[config.mk]
export PLATFORM = sky130hd
export DESIGN_NAME = operand_fwd_scoreboard_flat
export DESIGN_NICKNAME = d
export VERILOG_FILES = /design/src/rtl/operand_fwd_scoreboard_pkg.sv /design/src/rtl/operand_fwd_scoreboard_if.sv /design/src/rtl/operand_fwd_scoreboard_fwd_match.sv /design/src/rtl/operand_fwd_scoreboard.sv /design/src/flat_wrapper.sv
export SDC_FILE = /design/constraint.sdc
export NUM_CORES = 1
export LEC_CHECK = 0
export ABC_CLOCK_PERIOD_IN_PS = 2530
export CORE_ASPECT_RATIO = 1.5
export CORE_MARGIN = 10
export CORE_UTILIZATION = 50
export CTS_CLUSTER_SIZE = 40
export DETAILED_ROUTE_END_ITERATION = 16
export DONT_BUFFER_PORTS = 1
export PLACE_DENSITY_LB_ADDON = 0.12
export RECOVER_POWER = 100
export SETUP_SLACK_MARGIN = 0.2
export SLEW_MARGIN = 20
export SYNTH_ARGS = -nofsm -noshare
export SYNTH_HDL_FRONTEND = slang
export SYNTH_SLANG_ARGS = --single-unit
[constraint.sdc]
create_clock -name clk -period 2.53 [get_ports clk]
set_input_delay 0.759 -clock clk [delete_from_list [all_inputs] [get_ports clk]]
set_output_delay 0.759 -clock clk [all_outputs]
set_load 0.05 [all_outputs]
[src/rtl/operand_fwd_scoreboard_pkg.sv]
// Shared operand-select encodings and sizing helpers for the operand forwarding scoreboard.
package operand_fwd_scoreboard_pkg;

   typedef enum logic [1:0] {
      SEL_REG = 2'd0,
      SEL_PC  = 2'd1,
      SEL_FWD = 2'd2
   } sel_e;

   localparam logic [4:0] REG_X0 = 5'd0;

   // Width of a stage index; a single-entry scoreboard still needs one bit.
   function automatic int sw_of(input int depth);
      return (depth < 2) ? 1 : $clog2(depth);
   endfunction

   // Width of the per-entry load latency down-counter, never narrower than one bit.
   function automatic int cw_of(input int lat);
      return (lat < 1) ? 1 : $clog2(lat + 1);
   endfunction

endpackage

[src/rtl/operand_fwd_scoreboard_if.sv]
// Execute-stage operand bus: instruction fields in, operand selects and stall out.
interface operand_fwd_scoreboard_if #(
   parameter int NUM_SRC = 2,
   parameter int SW      = 1
);
   logic                    mem_stall;
   logic                    flush;
   logic                    x_valid;
   logic [5*NUM_SRC-1:0]    x_rs;
   logic [NUM_SRC-1:0]      x_rs_used;
   logic [NUM_SRC-1:0]      x_use_pc;
   logic [4:0]              x_rd;
   logic                    x_rd_we;
   logic                    x_is_load;
   logic [2*NUM_SRC-1:0]    sel;
   logic [SW*NUM_SRC-1:0]   fwd_stage;
   logic                    stall;
   logic [31:0]             stall_cycles;

   modport master (
      output mem_stall, flush, x_valid, x_rs, x_rs_used, x_use_pc, x_rd, x_rd_we, x_is_load,
      input  sel, fwd_stage, stall, stall_cycles
   );

   modport slave (
      input  mem_stall, flush, x_valid, x_rs, x_rs_used, x_use_pc, x_rd, x_rd_we, x_is_load,
      output sel, fwd_stage, stall, stall_cycles
   );
endinterface

[src/rtl/operand_fwd_scoreboard_fwd_match.sv]
// One operand channel: finds the youngest in-flight writer of rs and picks its source.
module operand_fwd_scoreboard_fwd_match
   import operand_fwd_scoreboard_pkg::*;
#(
   parameter int DEPTH = 2,
   parameter int CW    = 1,
   parameter int SW    = 1
) (
   input  logic [4:0]          rs,
   input  logic                used,
   input  logic                use_pc,
   input  logic [DEPTH-1:0]    e_v,
   input  logic [5*DEPTH-1:0]  e_rd,
   input  logic [CW*DEPTH-1:0] e_cnt,
   output logic [1:0]          sel,
   output logic [SW-1:0]       stage,
   output logic                hazard
);

   logic found;

   // Lowest index wins: E[0] holds the youngest writer, so its value shadows older ones.
   always_comb begin
      sel    = SEL_REG;
      stage  = '0;
      hazard = 1'b0;
      found  = 1'b0;
      if (use_pc) begin
         sel = SEL_PC;
      end else if (used && (rs != REG_X0)) begin
         for (int k = 0; k < DEPTH; k++) begin
            if (!found && e_v[k] && (e_rd[5*k +: 5] == rs)) begin
               found = 1'b1;
               if (e_cnt[CW*k +: CW] == '0) begin
                  sel   = SEL_FWD;
                  stage = SW'(k);
               end else begin
                  hazard = 1'b1;
               end
            end
         end
      end
   end

endmodule

[src/rtl/operand_fwd_scoreboard.sv]
// Execute-stage operand select and load-use hazard unit with a shift-register scoreboard.
module operand_fwd_scoreboard
   import operand_fwd_scoreboard_pkg::*;
#(
   parameter int NUM_SRC  = 2,
   parameter int DEPTH    = 2,
   parameter int LOAD_LAT = 0,
   parameter int SW       = sw_of(DEPTH)
) (
   input logic                   clk,
   input logic                   rst,
   operand_fwd_scoreboard_if.slave bus
);

   localparam int CW = cw_of(LOAD_LAT);

   logic [DEPTH-1:0]      e_v;
   logic [5*DEPTH-1:0]    e_rd;
   logic [CW*DEPTH-1:0]   e_cnt;
   logic [CW*DEPTH-1:0]   cnt_dec;
   logic [NUM_SRC-1:0]    hazard;
   logic [2*NUM_SRC-1:0]  sel_w;
   logic [SW*NUM_SRC-1:0] stage_w;
   logic [31:0]           stall_cycles;
   logic                  stall_int;
   logic                  advance;
   logic                  issue;

   for (genvar i = 0; i < NUM_SRC; i++) begin : g_ch
      operand_fwd_scoreboard_fwd_match #(
         .DEPTH (DEPTH),
         .CW    (CW),
         .SW    (SW)
      ) u_match (
         .rs     (bus.x_rs[5*i +: 5]),
         .used   (bus.x_rs_used[i]),
         .use_pc (bus.x_use_pc[i]),
         .e_v    (e_v),
         .e_rd   (e_rd),
         .e_cnt  (e_cnt),
         .sel    (sel_w[2*i +: 2]),
         .stage  (stage_w[SW*i +: SW]),
         .hazard (hazard[i])
      );
   end

   // A killed or invalid X instruction never stalls, even if its operands are not ready.
   assign stall_int = bus.x_valid & ~bus.flush & (|hazard);
   assign advance   = ~bus.mem_stall;
   assign issue     = bus.x_valid & ~bus.flush & ~stall_int;

   // Latency counters tick down as entries move toward retirement.
   always_comb begin
      cnt_dec = e_cnt;
      for (int k = 0; k < DEPTH; k++) begin
         if (e_cnt[CW*k +: CW] != '0) begin
            cnt_dec[CW*k +: CW] = e_cnt[CW*k +: CW] - CW'(1);
         end
      end
   end

   // Scoreboard shift and stall counter; both freeze together under mem_stall.
   always_ff @(posedge clk or negedge rst) begin
      if (!rst) begin
         e_v          <= '0;
         e_rd         <= '0;
         e_cnt        <= '0;
         stall_cycles <= '0;
      end else if (advance) begin
         for (int k = DEPTH - 1; k >= 1; k--) begin
            e_v[k]            <= e_v[k-1];
            e_rd[5*k +: 5]    <= e_rd[5*(k-1) +: 5];
            e_cnt[CW*k +: CW] <= cnt_dec[CW*(k-1) +: CW];
         end
         e_v[0]       <= issue & bus.x_rd_we & (bus.x_rd != REG_X0);
         e_rd[4:0]    <= bus.x_rd;
         e_cnt[CW-1:0] <= (issue & bus.x_is_load) ? CW'(LOAD_LAT) : '0;
         if (stall_int) begin
            stall_cycles <= stall_cycles + 32'd1;
         end
      end
   end

   assign bus.sel          = sel_w;
   assign bus.fwd_stage    = stage_w;
   assign bus.stall        = stall_int;
   assign bus.stall_cycles = stall_cycles;

endmodule

[src/flat_wrapper.sv]
// flat-port wrapper written by rule: the top's interface ports become plain ports
module operand_fwd_scoreboard_flat import operand_fwd_scoreboard_pkg::*;
#(
   parameter int NUM_SRC  = 2,
   parameter int DEPTH    = 2,
   parameter int LOAD_LAT = 0,
   parameter int SW       = sw_of(DEPTH)
)
  (clk, rst, bus_mem_stall, bus_flush, bus_x_valid, bus_x_rs, bus_x_rs_used, bus_x_use_pc, bus_x_rd, bus_x_rd_we, bus_x_is_load, bus_sel, bus_fwd_stage, bus_stall, bus_stall_cycles);
  operand_fwd_scoreboard_if #(.NUM_SRC(NUM_SRC), .SW(SW)) bus_i ();
  input logic clk;
  input logic rst;
  input wire logic [$bits(bus_i.mem_stall)-1:0] bus_mem_stall;
  input wire logic [$bits(bus_i.flush)-1:0] bus_flush;
  input wire logic [$bits(bus_i.x_valid)-1:0] bus_x_valid;
  input wire logic [$bits(bus_i.x_rs)-1:0] bus_x_rs;
  input wire logic [$bits(bus_i.x_rs_used)-1:0] bus_x_rs_used;
  input wire logic [$bits(bus_i.x_use_pc)-1:0] bus_x_use_pc;
  input wire logic [$bits(bus_i.x_rd)-1:0] bus_x_rd;
  input wire logic [$bits(bus_i.x_rd_we)-1:0] bus_x_rd_we;
  input wire logic [$bits(bus_i.x_is_load)-1:0] bus_x_is_load;
  output wire logic [$bits(bus_i.sel)-1:0] bus_sel;
  output wire logic [$bits(bus_i.fwd_stage)-1:0] bus_fwd_stage;
  output wire logic [$bits(bus_i.stall)-1:0] bus_stall;
  output wire logic [$bits(bus_i.stall_cycles)-1:0] bus_stall_cycles;
  assign bus_i.mem_stall = bus_mem_stall;
  assign bus_i.flush = bus_flush;
  assign bus_i.x_valid = bus_x_valid;
  assign bus_i.x_rs = bus_x_rs;
  assign bus_i.x_rs_used = bus_x_rs_used;
  assign bus_i.x_use_pc = bus_x_use_pc;
  assign bus_i.x_rd = bus_x_rd;
  assign bus_i.x_rd_we = bus_x_rd_we;
  assign bus_i.x_is_load = bus_x_is_load;
  assign bus_sel = bus_i.sel;
  assign bus_fwd_stage = bus_i.fwd_stage;
  assign bus_stall = bus_i.stall;
  assign bus_stall_cycles = bus_i.stall_cycles;
  operand_fwd_scoreboard #(.NUM_SRC(NUM_SRC), .DEPTH(DEPTH), .LOAD_LAT(LOAD_LAT), .SW(SW)) u_core (.clk(clk), .rst(rst), .bus(bus_i));
endmodule
# Word level (Yosys, flattened, before mapping)
# Index checks and enable logic that the tools add are counted.
[totals] ff_bits=12 inputBits=26 out_inout_bits=39 wordCells=43
[classes] eq_ne=4 mux=20 bitwise=4 reduce_logical=13
[ops] cell="5-bit equality test" n=4
[ops] cell="2-bit 2-to-1 mux" n=8
[ops] cell="5-bit nonzero test" n=3
[ops] cell="1-bit 2-to-1 mux" n=12
[ops] cell="1-bit logical AND" n=8
[ops] cell="1-bit bitwise AND" n=3
[ops] cell="1-bit logical NOT" n=2
[ops] cell="1-bit NOT" n=1

# Longest topological paths before layout
# Gate-level depths: netlist of the first run.
[logic_depth] word_depth=11 depth_mapped=5 mapped_depth_nobuf=4

# Modules after synthesis
# From an unflattened synthesis of the first run, not the netlist that was laid out.
[unflattened] hier_cells=211 area_unflattened_um2=2393.5
[modules_own_cells] mod="operand_fwd_scoreboard" instances=1 cells_each=159 area_each_um2=2000.7
[modules_own_cells] mod="operand_fwd_scoreboard_fwd_match" instances=2 cells_each=26 area_each_um2=196.4

# Worst setup path after synthesis of the first run
# No wires, ideal clock.
[synth_timing] path_type="input -> output" from="input bus_x_rs[0]" to="output bus_sel[1]" arrival_time_ps=2099 t_required_ps=1771 setup_slack_ps=-328 path_stages=4 n_path_buf=0 path_cell_list="xor2_1 -> nor4_2 -> nand3_1 -> a21oi_1"
[synth_between] elab_chain_len=11 elab_cells_between_ends=15 cone_classes="eq/ne: 2; mux: 7; reduce/logical: 6"
[synth_lines] element="start, declared" line_no="flat_wrapper.sv:16" rtl="input wire logic [$bits(bus_i.x_rs)-1:0] bus_x_rs;"
[synth_lines] element="5-bit equality test" line_no="operand_fwd_scoreboard_fwd_match.sv:32" rtl="if (!found && e_v[k] && (e_rd[5*k +: 5] == rs)) begin"
[synth_lines] element="1-bit logical AND" line_no="operand_fwd_scoreboard_fwd_match.sv:32"
[synth_lines] element="1-bit 2-to-1 mux" line_no="operand_fwd_scoreboard_fwd_match.sv:32"
[synth_lines] element="1-bit 2-to-1 mux" line_no="operand_fwd_scoreboard_fwd_match.sv:30" rtl="end else if (used && (rs != REG_X0)) begin"
[synth_lines] element="1-bit 2-to-1 mux" line_no="operand_fwd_scoreboard_fwd_match.sv:28" rtl="if (use_pc) begin"
[synth_lines] element="1-bit logical NOT" line_no="operand_fwd_scoreboard_fwd_match.sv:32"
[synth_lines] element="1-bit logical AND (2 in a row)" line_no="operand_fwd_scoreboard_fwd_match.sv:32"
[synth_lines] element="2-bit 2-to-1 mux" line_no="operand_fwd_scoreboard_fwd_match.sv:32"
[synth_lines] element="2-bit 2-to-1 mux (*)" line_no="operand_fwd_scoreboard_fwd_match.sv:30"
[synth_lines] element="2-bit 2-to-1 mux (*)" line_no="operand_fwd_scoreboard_fwd_match.sv:28"
[synth_lines] element="end, declared" line_no="flat_wrapper.sv:22" rtl="output wire logic [$bits(bus_i.sel)-1:0] bus_sel;"
# Every way passes the cells marked *; elsewhere a longest branch is shown, timed or not. The select of a mux whose other input is x is not followed.

# Worst setup path after layout of the first run
[layout_timing] from="input bus_x_rs[6]" to="output bus_fwd_stage[1]"
[layout_between] elab_chain_len=11 elab_cells_between_ends=14 cone_classes="eq/ne: 2; mux: 6; reduce/logical: 6"
[layout_lines] element="5-bit equality test" line_no="operand_fwd_scoreboard_fwd_match.sv:32"
[layout_lines] element="1-bit logical AND" line_no="operand_fwd_scoreboard_fwd_match.sv:32"
[layout_lines] element="1-bit 2-to-1 mux" line_no="operand_fwd_scoreboard_fwd_match.sv:32"
[layout_lines] element="1-bit 2-to-1 mux" line_no="operand_fwd_scoreboard_fwd_match.sv:30"
[layout_lines] element="1-bit 2-to-1 mux" line_no="operand_fwd_scoreboard_fwd_match.sv:28"
[layout_lines] element="1-bit logical NOT" line_no="operand_fwd_scoreboard_fwd_match.sv:32"
[layout_lines] element="1-bit logical AND (2 in a row)" line_no="operand_fwd_scoreboard_fwd_match.sv:32"
[layout_lines] element="1-bit 2-to-1 mux" line_no="operand_fwd_scoreboard_fwd_match.sv:32"
[layout_lines] element="1-bit 2-to-1 mux (*)" line_no="operand_fwd_scoreboard_fwd_match.sv:30"
[layout_lines] element="1-bit 2-to-1 mux (*)" line_no="operand_fwd_scoreboard_fwd_match.sv:28"
[layout_lines] element="end, declared" line_no="flat_wrapper.sv:23" rtl="output wire logic [$bits(bus_i.fwd_stage)-1:0] bus_fwd_stage;"
# Marked as above.

==> impl_metrics.csv, run 1 <==
group,metric,value,unit
clocking,clockRootBuffer,"clkbuf_4",
die,die_w,57.6,µm
clocking,cts_tree,"yes",
sta,setup_slack,0.00830,ns
sta,hold_viol,0,
die,core,0.00203,mm²
power,p_total,598,µW
global_routing,grt.total_usage,0.0975,
die,fp-row-count,20,
power,p_leak,0.461,nW
yosys,synthSimpleGateAreaFrac,0.129,
yosys,ys_ff_latch,12,
route,wl_per_cell,17.4,µm
cells_and_area,n_fill_cell,193,
setup_path,crit_start,"bus_x_rs[6]",
clocking,cts_buffer_depth,2,
setup_path,timing.rr.start,"u_core.e_rd[6]$_DFFE_PN0N_",
yosys,synth_adder_area_share,0,
sta,finalMaxSlewViolations,0,
yosys,synth_compound_area_frac,0.0343,
yosys,synthCells,105,
setup_path,r2r-end,"u_core.e_rd[6]$_DFFE_PN0N_",
global_routing,grt_pass1_vias,752,
global_routing,overflow,0,
route,drc,0,
placement,numPortBuffers,0,
yosys,synth_xor_area_frac,0.165,
yosys,synth_warnings,0,
sta,setup_tns,0,ns
route,drtAntennaViolNets,0,
yosys,ys_seq_area_frac,0.284,
route,num_vias,609,
clocking,cts.clk_slew.worst_paths,0.07,ns
min_path,hp-class,"input port to asynchronous set/reset pin",
die,io_pins,65,
placement,placed_cell_area,0.00102,mm²
clocking,clk_latency,0.26,ns
global_routing,grt_max_degree,14,
run_status,status,"finished clean",
sta,setup_viol,0,
sta,rsz0062_at_grt,"true",
route,first_pass_iters,2,
global_routing,grt_pass1_wl,3480,µm
placement,dp_hpwl,2000,µm
die,initial_utilization,0.522,
cells_and_area,nNetsFinal,135,
sta,finalCriticalPeriod,2.52,ns
clocking,cts.sinks,12,
route,via_per_inst,4.68,
setup_path,cp_max_fo,3,
power,ir_drop,0.363,mV
power,powerDensity,542,mW/mm²
die,dieArea,0.00440,mm²
yosys,synthMuxAreaShare,0.117,
route,drt_first_iter_violations,5,
job,cap_viol_max_count,0,
placement,dp_slack,-0.0330,ns
die,die_h,76.4,µm
cells_and_area,drive_gt1_frac,0.343,
cells_and_area,final_core_util,0.544,
setup_path,cp.arrival,1.76,ns
sta,finalCritPeriodShare,0.997,
placement,dp.cells,125,
clocking,cts_buffers,3,
cells_and_area,fin_cells,130,
cells_and_area,final_area,0.00110,mm²
setup_path,rrSetupSlack,1.60,ns
setup_path,end_kind,"primary output",
global_routing,antenna_found_initial,0,
sta,fin_skew,0.00232,ns
setup_path,timing_worst_setup_path_type,"input port to primary output",
setup_path,rr_worst_depth,2,
route,wl,2260,µm
setup_path,endpoint,"bus_fwd_stage[1]",
cells_and_area,antenna_cells,0,
placement,place.gp.congestion,0.771,
setup_path,required,1.77,ns
yosys,ys_types,19,
yosys,synth_top_family_by_area,"buffers and inverters",
cells_and_area,area_delta_synth_final,4.26,%
sta,holdWs,0.181,ns
clocking,holdBufCountCts,0,
setup_path,cp-start-kind,"input port",
yosys,synth.avg_cell_area,10.1,µm²
yosys,syn-cell-area,0.00106,mm²
clocking,htree_levels,1,
sta,fmax,397,MHz
==> registers in the layout (all words and copies together), names as in the netlist <==
name / flops
u_core.e_rd: 10
u_core.e_v: 2
==> worst min path at each step <==
stage          from                          to  slack [ns]
6_report        rst  u_core.e_rd[4]$_DFFE_PN0N_        0.18
5_1_grt         rst  u_core.e_rd[7]$_DFFE_PN0N_        0.17
4_1_cts         rst   u_core.e_v[0]$_DFFE_PN0N_        0.17
3_5_place_dp    rst   u_core.e_v[0]$_DFFE_PN0N_        0.46
3_3_place_gp    rst   u_core.e_v[0]$_DFFE_PN0N_        0.46
2_1_floorplan   rst  u_core.e_rd[0]$_DFFE_PN0N_        0.46
==> final cells by class <==
class,instances,area [µm²],share of cell area
multi-input combinational,87,678,0.615
sequential,12,302,0.273
timing repair buffer,5,60.1,0.0544
clock buffer,4,36.3,0.0329
tap,22,27.5,0.0249
==> layout by cell type (no fill, tap or decap), types with 2 or more instances in the layout <==
| master | instances |
|---|---|
| clkbuf_4 | 3 |
| mux2_2 | 11 |
| o21ai_4 | 2 |
| nand3_1 | 2 |
| clkbuf_8 | 2 |
| nor2b_1 | 2 |
| xnor2_1 | 4 |
| nand3_2 | 2 |
| or4_4 | 2 |
| nand2_1 | 2 |
| conb_1 | 33 |
| a21oi_4 | 2 |
| xor2_2 | 3 |
| buf_6 | 2 |
| xor2_1 | 13 |
| nor3b_2 | 2 |
| dfrtp_1 | 11 |
| nor4_2 | 4 |
==> cells in the mapped netlist <==
cell type   n  share of area
o41ai_1     1         0.0083
dfrtp_1    12           0.28
nand3_1     4          0.019
mux2_2     11           0.12
buf_4      37           0.26
nor3b_2     2          0.024
xnor2_1     4          0.033
or4_4       2          0.021
nor4_1      2          0.012
o21ai_2     2          0.017
a21oi_1     2         0.0095
nor2b_1     2          0.012
conb_1      1         0.0035
nor2_1      1         0.0035
xor2_1     16           0.13
nor4_2      2          0.024
buf_2       1         0.0047
or4_1       1         0.0071
nand2_1     2         0.0071
==> cells by family (layout without fill, tap and decap cells) <==
kind of cell,after synthesis,count (layout)
multiplexers,11,11
AO/OA/AOI/OAI,5,5
buffers and inverters,38,9
flip-flops,12,12
XOR/XNOR,20,20
other,1,33
AND/OR/NAND/NOR,18,18
==> where the power goes <==
group	internal [mW]	switching, mW
combinational	0.0571	0.148
sequential	0.214	0.0319
clock	0.0873	0.0590
total	0.359	0.239
==> timing repair <==
| action | 4_1_cts | 5_1_grt |
|---|---|---|
| resized for setup | 6 | 4 |
| setup endpoints to repair | 4 | 4 |
| pin swaps | 6 | 4 |
| setup buffers | 1 | 0 |
==> metal layers <==
metal	global-route usage	vias up	routed length, µm
li1	-	285	-
met4	0.0425	0	18
met3	0.0483	2	255
met5	0	-	0
met1	0.0675	300	569
met2	0.196	22	1410
==> worst max-delay path, cell delays in order <==
cell and delay [ns]:
xor2_2 0.14, nor4_2 0.31, nand3_2 0.17, nor3b_2 0.21, buf_6 0.18
(Power assumes the default switching activity.)
==> inputs of run 2 (changes only) <==
SYNTH_HIERARCHICAL = 1   (was default)
==> impl_metrics.csv, run 2 <==
group,metric,value,unit
cells_and_area,nNetsFinal,255,
yosys,netlist.top_cell.by_area,"dfrtp_1",
cells_and_area,reg_top3,"u_core/bus.stall_cycles: 32 flops, u_core/e_rd: 10 flops, u_core/e_v: 2 flops",
clocking,cts_buffer_depth,2,
power,powerDensity,481,mW/mm²
setup_path,slowest_stage,"nor4_2",
cells_and_area,antenna_cells,0,
power,ir_drop,0.367,mV
sta,max_slew_margin,0.356,
route,via_per_inst,5.70,
global_routing,met3_usage,0.0506,
die,die_w,76.5,µm
sta,rsz0062_at_grt,"true",
route,wl,5520,µm
run_status,status,"complete, but fails checks",
setup_path,crit_start,"bus_x_rs[7]",
yosys,syn-cell-area,0.00239,mm²
global_routing,overflow,0,
setup_path,rrSetupSlack,1.45,ns
global_routing,grt_pass1_wl,9250,µm
yosys,ys_ff_latch,44,
global_routing,grt.busiest_layer,"met2",
die,die_h,105,µm
die,dieArea,0.00801,mm²
yosys,synthTopCellsByArea,"dfrtp_1 (46%), xnor2_1 (14%), mux2_2 (5.6%)",
route,drtAntennaViolNets,0,
global_routing,grt_max_degree,45,
yosys,synth_commonest_cells,"dfrtp_1 (44), xnor2_1 (37), nand4_1 (15), xor2_1 (14)",
job,cap_viol_max_count,0,
clocking,cts.sinks,44,
cells_and_area,largest_register_ffs,32,
cells_and_area,n_fill_cell,408,
yosys,yosysMostFrequentCell,"dfrtp_1",
global_routing,use_met2,0.276,
placement,place.gp.congestion,0.889,
yosys,async_flop_share,1.00,
setup_path,crit_chain,"xor2_1 -> nor4_2 -> and3_4 -> or2b_1 -> a21oi_4 -> buf_12",
setup_path,timing.rr.start,"u_core/bus.stall_cycles[1]$_DFFE_PN0P_",
sta,finalCritPeriodShare,1.12,
sta,setup_viol,4,
route,num_vias,1670,
min_path,hp-class,"input port to asynchronous set/reset pin",
clocking,holdBufCountCts,0,
cells_and_area,final_area,0.00278,mm²
sta,hold_viol,0,
sta,fin_skew,0.000290,ns
global_routing,grt_pass1_vias,1819,
setup_path,cp.arrival,2.08,ns
yosys,yosys.area.top_type_share,0.460,
global_routing,grt.total_usage,0.142,
setup_path,required,1.77,ns
cells_and_area,largest_register,"u_core/bus.stall_cycles",
setup_path,slowest_delay,0.36,ns
power,power_switching_share,0.233,
sta,setup_slack,-0.307,ns
sta,finalCriticalPeriod,2.84,ns
cells_and_area,area_delta_synth_final,16.1,%
route,drt_first_iter_violations,37,
power,p_total,1.34,mW
sta,worstMarginPinSlew,0.960,ns
power,p_sw,311,µW
clocking,htree_levels,2,
cells_and_area,drive_gt1_frac,0.253,
setup_path,r2r-end,"u_core/bus.stall_cycles[1]$_DFFE_PN0P_",
placement,numPortBuffers,0,
die,io_pins,65,
route,wl_per_cell,18.8,µm
setup_path,cp-start-kind,"input port",
die,initial_utilization,0.523,
yosys,synth_warnings,6,
sta,fmax,352,MHz
setup_path,end_kind,"primary output",
cells_and_area,layout_commonest_cell,"dfrtp_1",
power,comb_power_share,0.094,
clocking,cts.clk_slew.worst_paths,0.08,ns
route,drc,0,
power,p_int,1.02,mW
setup_path,rr_worst_depth,1,
yosys,ys_types,37,
yosys,synthFlopType,"dfrtp_1",
yosys,synth.avg_cell_area,11.3,µm²
route,first_pass_iters,4,
placement,placed_cell_area,0.00259,mm²
setup_path,timing_worst_setup_path_type,"input port to primary output",
sta,finalMaxSlewViolations,0,
yosys,synth_edf_count,0,
yosys,synthCells,211,
yosys,ys_seq_area_frac,0.460,
power,p_leak,1.18,nW
die,fp-row-count,30,
setup_path,cp_max_fo,4,
clocking,clockRootBuffer,"clkbuf_8",
sta,holdWs,0.150,ns
power,seqPwrFrac,0.568,
die,core,0.00458,mm²
global_routing,use_met1,0.128,
cells_and_area,most-common-layout-cells,"dfrtp_1 (42), xnor2_1 (35), nand4_1 (15), nand3_1 (12), mux2_2 (12)",
clocking,cts_buffers,5,
placement,dp_hpwl,4360,µm
global_routing,antenna_found_initial,0,
setup_path,endpoint,"bus_sel[3]",
sta,setup_tns,-0.946,ns
run_status,violations,"negative setup slack",
power,pwr-share-clk,0.339,
clocking,cts_tree,"yes",
clocking,clk_latency,0.29,ns
run 2: cell types whose count changed in the layout (fill, tap and decap cells not counted), moves of 5 or more:
cell     previous run  this run
and4_1              0         5
xnor2_1             4        35
nand4_1             0        15
buf_4               0         6
nand3_1             2        12
and3_1              0         8
conb_1             33         8
dfrtp_1            11        42
nand2_1             2        11
run 2: metrics by stage:
step	cells	utilization	setup slack, ns
4_1_cts	292	0.598	-0.267
3_5_place_dp	282	0.566	-0.327
6_report	293	0.607	-0.307
3_3_place_gp	282	0.566	-0.297
5_1_grt	293	0.607	-0.362
2_1_floorplan	218	-	-0.207
run 2: how the worst min path moves through the flow:
stage / cells after the start / to / slack [ns] / startpoint
floorplan: 0 / u_core/bus.stall_cycles[0]$_DFFE_PN0P_ / 0.46 / rst
global placement: 0 / u_core/bus.stall_cycles[25]$_DFFE_PN0P_ / 0.46 / rst
detailed placement: 0 / u_core/bus.stall_cycles[25]$_DFFE_PN0P_ / 0.46 / rst
CTS: 0 / u_core/bus.stall_cycles[14]$_DFFE_PN0P_ / 0.14 / rst
global route: 0 / u_core/bus.stall_cycles[27]$_DFFE_PN0P_ / 0.12 / rst
finish: 0 / u_core/bus.stall_cycles[27]$_DFFE_PN0P_ / 0.15 / rst
run 2: kinds of logic after synthesis:
logic type	count (synthesis)	share of synthesized area
flops	44	0.460
xor+xnor	51	0.187
fa+ha+maj	1	0.00523
buf+inv	9	0.0235
mux	12	0.0565
simple gates	86	0.247
compound gates	7	0.0193
other cells	1	0.00157
run 2: cell type report:
| class | instances | area, µm² | share of cell area |
|---|---|---|---|
| clock buffers | 7 | 86.3 | 0.0311 |
| clock inverters | 1 | 7.51 | 0.00270 |
| inverters | 1 | 3.75 | 0.00135 |
| multi-input cells | 165 | 1370 | 0.491 |
| flip-flops and latches | 44 | 1100 | 0.397 |
| well taps | 64 | 80.1 | 0.0288 |
| repair buffers | 11 | 133 | 0.0477 |
run 2: timing repair:
item / 4_1_cts / 5_1_grt
setup endpoints to repair: 4 / 4
endpoints found under the hold margin: 0 / 0
pin swaps: 7 / 4
buffers inserted: 2 / 1
resized for setup: 7 / 5
run 2: worst max-delay path: cells and delay by family:
kind | cells | cell delay [ns]
compound gates | 1 | 0.15
buf+inv | 1 | 0.15
simple gates | 3 | 0.87
xor+xnor | 1 | 0.15
run 2: layer usage:
layer	wire, µm	vias up
met4	58	0
met5	0	-
li1	-	774
met3	404	6
met1	1840	846
met2	3220	44
run 2: power groups by stage:
| stage | Combinational, mW | Sequential [mW] | Clock (mW) |
|---|---|---|---|
| floorplan | 0.0937 | 0.762 | 0 |
| global placement | 0.0984 | 0.768 | 0 |
| detailed placement | 0.105 | 0.769 | 0 |
| CTS | 0.119 | 0.756 | 0.470 |
| global route | 0.137 | 0.762 | 0.504 |
| finish | 0.125 | 0.758 | 0.452 |
